`src/rtl/ysyx_22050612_seq_ctrl.sv`:
```
`default_nettype none
// ============================================================================
// Module   : ysyx_22050612_seq_ctrl
// Brief    : Multi-cycle FETCH/EXEC/MEM/WB sequencer owning the NPC PC.
// Revision : 1.0 - initial release
// ============================================================================
module ysyx_22050612_seq_ctrl #(
    parameter logic [63:0] RESET_PC = 64'h8000_0000,
    parameter int          TIMEOUT  = 255
) (
    input  logic        clk,
    input  logic        rst_n,
    output logic        if_req,
    output logic [63:0] if_addr,
    input  logic        if_ack,
    input  logic [31:0] if_inst,
    output logic [31:0] inst,
    input  logic        is_load,
    input  logic        is_store,
    input  logic        is_ebreak,
    input  logic        wb_en,
    input  logic [63:0] dnpc,
    output logic [63:0] pc,
    output logic        mem_req,
    output logic        mem_wen,
    input  logic        mem_ack,
    output logic        gpr_wen,
    output logic        retire,
    output logic [63:0] instret,
    output logic        halt,
    output logic        err
);

    typedef enum logic [2:0] {
        S_FETCH = 3'd0,
        S_EXEC  = 3'd1,
        S_MEM   = 3'd2,
        S_WB    = 3'd3,
        S_HALT  = 3'd4,
        S_ERR   = 3'd5
    } state_t;

    localparam logic [7:0]  C_TIMEOUT = 8'(TIMEOUT);
    localparam logic [31:0] C_NOP     = 32'h0000_0013;

    state_t      r_state_q, w_state_d;
    logic [63:0] r_pc_q, w_pc_d;
    logic [31:0] r_inst_q, w_inst_d;
    logic [63:0] r_instret_q, w_instret_d;
    logic [7:0]  r_wait_q, w_wait_d;
    logic        w_if_req;
    logic        w_mem_req;
    logic        w_wb;

    always_comb begin
        w_state_d   = r_state_q;
        w_pc_d      = r_pc_q;
        w_inst_d    = r_inst_q;
        w_instret_d = r_instret_q;
        w_wait_d    = r_wait_q;
        w_if_req    = 1'b0;
        w_mem_req   = 1'b0;
        w_wb        = 1'b0;
        case (r_state_q)
            S_FETCH: begin
                w_if_req = 1'b1;
                // An ack in the timeout cycle still wins over the error.
                if (if_ack) begin
                    w_inst_d  = if_inst;
                    w_state_d = S_EXEC;
                end else if (r_wait_q == C_TIMEOUT) begin
                    w_state_d = S_ERR;
                end else begin
                    w_wait_d = r_wait_q + 8'd1;
                end
            end
            S_EXEC: begin
                w_wait_d = 8'd0;
                if (is_ebreak)               w_state_d = S_HALT;
                else if (is_load | is_store) w_state_d = S_MEM;
                else                         w_state_d = S_WB;
            end
            S_MEM: begin
                w_mem_req = 1'b1;
                if (mem_ack) begin
                    w_state_d = S_WB;
                end else if (r_wait_q == C_TIMEOUT) begin
                    w_state_d = S_ERR;
                end else begin
                    w_wait_d = r_wait_q + 8'd1;
                end
            end
            S_WB: begin
                w_wb        = 1'b1;
                w_pc_d      = dnpc;
                w_instret_d = r_instret_q + 64'd1;
                w_wait_d    = 8'd0;
                w_state_d   = S_FETCH;
            end
            S_HALT:  w_state_d = S_HALT;
            S_ERR:   w_state_d = S_ERR;
            default: w_state_d = S_ERR;
        endcase
    end

    always_ff @(posedge clk) begin
        if (!rst_n) begin
            r_state_q   <= S_FETCH;
            r_pc_q      <= RESET_PC;
            r_inst_q    <= C_NOP;
            r_instret_q <= 64'd0;
            r_wait_q    <= 8'd0;
        end else begin
            r_state_q   <= w_state_d;
            r_pc_q      <= w_pc_d;
            r_inst_q    <= w_inst_d;
            r_instret_q <= w_instret_d;
            r_wait_q    <= w_wait_d;
        end
    end

    // Requests and enables are masked by reset so an abandoned access drops at once.
    assign if_req  = w_if_req & rst_n;
    assign mem_req = w_mem_req & rst_n;
    assign mem_wen = w_mem_req & is_store & rst_n;
    assign gpr_wen = w_wb & wb_en & ~is_store & rst_n;
    assign retire  = w_wb & rst_n;
    assign if_addr = r_pc_q;
    assign pc      = r_pc_q;
    assign inst    = r_inst_q;
    assign instret = r_instret_q;
    assign halt    = (r_state_q == S_HALT);
    assign err     = (r_state_q == S_ERR);

endmodule
`default_nettype wire

```
`config.mk`:
```
export PLATFORM = sky130hd
export DESIGN_NAME = ysyx_22050612_seq_ctrl
export DESIGN_NICKNAME = d
export VERILOG_FILES = /design/src/rtl/ysyx_22050612_seq_ctrl.sv
export SDC_FILE = /design/constraint.sdc
export NUM_CORES = 1
export LEC_CHECK = 0
export BUFFER_PORTS_ARGS = -buffer_cell sky130_fd_sc_hd__buf_2
export CAP_MARGIN = 20
export CORE_ASPECT_RATIO = 0.9
export CORE_MARGIN = 2
export CORE_UTILIZATION = 45
export CTS_CLUSTER_DIAMETER = 150
export DETAILED_ROUTE_END_ITERATION = 8
export PLACE_DENSITY = 0.77
export SKIP_CTS_REPAIR_TIMING = 1
export SYNTH_ARGS = -nofsm -noshare
export SYNTH_HDL_FRONTEND = slang
export SYNTH_SLANG_ARGS = --single-unit
export TNS_END_PERCENT = 1
```
`constraint.sdc`:
```
create_clock -name clk -period 2.7 [get_ports clk]
set_clock_uncertainty 0.2 [all_clocks]
set_input_delay 0 -clock clk [delete_from_list [all_inputs] [get_ports clk]]
set_output_delay 0 -clock clk [all_outputs]
set_load 0.05 [all_outputs]
```
==> results by group <==
CTS
  – # clock sinks: roughly 170
  – Clock buffer depth: 2
  – H-tree levels: 4
  – Worst-Skew Late Latency: 0.42 ns
  – Num CTS Buffers: 17
  – Clk pin slew, worst setup/hold paths: approximately 0.070 ns
  – TritonCTS clock tree: built
  – Root Driver: clkbuf_16

Global routing
  – Initial antenna violation count: 0
  – Total global routing overflow: 0
  – Total track usage: 0.230
  – Largest net degree at the start of global routing: a little under 70
  – Vias in the first global route: about 6500
  – Global-route wire length before repair: roughly 33000 um

Final layout
  – Layout cell share with drive strength beyond 1: 0.305
  – Commonest non-fill, non-tap cell in the layout: buf_2
  – Layout Area Growth over Synthesis: 41.0%
  – NumNets Final: between 1000 and 1500
  – Antenna cells: 0
  – Most frequent cells in the layout: buf_2 (334), nand2_1 (227), dfxtp_1 (171)

Yosys
  – Ys async rst share: 0
  – Seq/Total Area, Yosys: 0.460
  – Synthesis-stage register bit count: ~170
  – Dominant cells by area after synthesis: dfxtp_1 (46%), nand2_1 (11%), a21oi_1 (8.7%)
  – Syn avg cell area: 7.99 um^2
  – Unique masters post-synth: 43
  – Cell area after synthesis: 7450 um^2
  – Yosys top cell area share: 0.460
  – Post-synth EDFFs: 0
  – Yosys warns: 0
  – Mapped Cells: just over 900
  – Total nets after synthesis: a little over 1000
  – Area leader, netlist: dfxtp_1
  – Post-synth top flop: dfxtp_1

Timing
  – Min Hold Slack: 0.160 ns
  – Worst slew pin tran: 0.740 ns
  – FMAX: 0.394 GHz
  – Max-slew violations: 0
  – Post-route minimum period: between 2 and 3 ns
  – Tcrit/Tclk final: 0.940
  – Setup violations, final: 0
  – Unrepaired setup endpoints after global routing: no
  – Fin Setup TNS: 0 ns
  – Relative slew slack: 0.506
  – Hold Fails Final Rpt: 0

Setup path
  – Critical Path Source Type: flip-flop
  – Crit Path Max Fanout: 19
  – Worst setup path class: flip-flop to flip-flop
  – Critical path data arrival time: 2.70 ns
  – Worst Setup End Kind: flip-flop
  – Crit path cell chain: nand3b_4 > nor4_2 > nand4_1 > buf_4 > or4_1 > a21oi_1
  – Slowest cell on crit path: dfxtp_1
  – Slowest stage delay, CP: approximately 0.53 ns
  – CP Data Required Time: about 2.9 ns

Worst hold path
  – Worst Hold Class: input pin to flip-flop

Drt
  – Via count: between 7000 and 8000
  – DRT antenna net count: 0
  – Routed Wire Length: between 20000 and 25000 um
  – Drc violations: 0
  – Routed len/inst: 16.0 um
  – DR pass1 iterations: 5
  – DRT iter0 DRCs: around 520
  – Via density: between 5 and 6

Floorplanning
  – Row cnt: 44
  – Die X: 140 um
  – Core area: 16200 um^2
  – Die ar.: between 15000 and 20000 um^2
  – Chip height: about 130 um
  – Top-Level Pins: ~340
  – Initial Utilization: 0.460

Job
  – MaxCap Viol Count: 0

Placement
  – PortBufs: about 330
  – Gpl congestion: 0.897
  – DP Wirelength: between 15000 and 20000 um

Power and ir drop
  – Tot Pwr: 5.69 mW
  – Leakage: about 4.6 nW
  – Power Density: about 540 nW/um^2
  – Max VDD drop: 573 uV

Run status
  – Outcome: finished, final reports clean
-- synthesized netlist by cell type (7+ instances only) --
master	number
clkbuf_1	38
nand4_1	29
nor2_1	51
o21ai_0	26
buf_4	65
xor2_1	24
o31ai_1	11
xnor2_1	12
dfxtp_1	171
nor3_1	11
and2_1	7
a21oi_1	129
nand2_1	227
or3_1	22
or4_1	11
nand3_1	35
and3_1	7
-- cells by family (layout without fill, tap and decap cells) --
| kind of cell | Yosys count | count (layout) | share of synthesized area |
|---|---|---|---|
| multiplexers | 1 | 1 | 0.00151 |
| AND/OR/NAND/NOR | 433 | 433 | 0.278 |
| adder cells (fa/ha/maj) | 2 | 2 | 0.00336 |
| XOR/XNOR | 36 | 36 | 0.0423 |
| buffers and inverters | 116 | 496 | 0.0919 |
| AO/OA/AOI/OAI | 173 | 173 | 0.123 |
| flip-flops | 171 | 171 | 0.460 |
-- state kept, by name, summed over array words and instances (netlist names) --
signal	count
if_addr	64
instret	64
inst	32
r_wait_q	8
r_state_q	3
-- path summary, 6_finish.rpt --
check | slack (ns) | cells after the start | from | end
max reg2reg | 0.16 | 6 | r_state_q[1] | instret[63]
min reg2reg | 0.25 | 2 | inst[2] | inst[2]
max | 0.16 | 6 | r_state_q[1] | instret[63]
min | 0.16 | 4 | dnpc[21] | if_addr[21]
-- critical path: cells and delay by family (launching register included) --
| family | cells | cell delay, ns |
|---|---|---|
| AOI/OAI and AO/OA | 1 | 0.14 |
| buffers and inverters | 1 | 0.23 |
| DFF | 1 | 0.53 |
| and+or+nand+nor | 4 | 1.38 |
-- per-layer routing --
layer  wire length [um]  global-route usage  vias up
met3               2130              0.0738       38
li1                   -                   -     3854
met1               9700               0.292     3682
met4                558              0.0682        0
met2              11900               0.377      367
met5                  0                   0        -
-- power breakdown --
group	leakage [nW]	switching, mW	internal [mW]
logic	2.97	0.466	0.265
clock network	0.259	1.04	1.30
registers	1.38	0.0407	2.58
-- layout make-up --
type                            instances  area, um^2
Sequential cell                       171        3420
Tap cell                              207         259
Multi-Input combinational cell        645        3350
Timing Repair Buffer                  461        2900
Clock inverter                         12         116
Fill cell                            1329        5680
Clock buffer                           20         447
Inverter                                3        13.8
-- stage by stage --
| stage | std cells | util | instance area [um^2] | setup WS, ns |
|---|---|---|---|---|
| 2_1_floorplan | 932 | - | 7450 | 0.166 |
| 3_3_place_gp | 1379 | 0.547 | 8860 | 0.261 |
| 3_5_place_dp | 1379 | 0.547 | 8860 | 0.187 |
| 4_1_cts | 1411 | 0.582 | 9420 | 0.167 |
| 5_1_grt | 1519 | 0.649 | 10500 | 0.0557 |
| 6_report | 1519 | 0.649 | 10500 | 0.162 |
No activity file was read; power rests on OpenSTA's default activity.
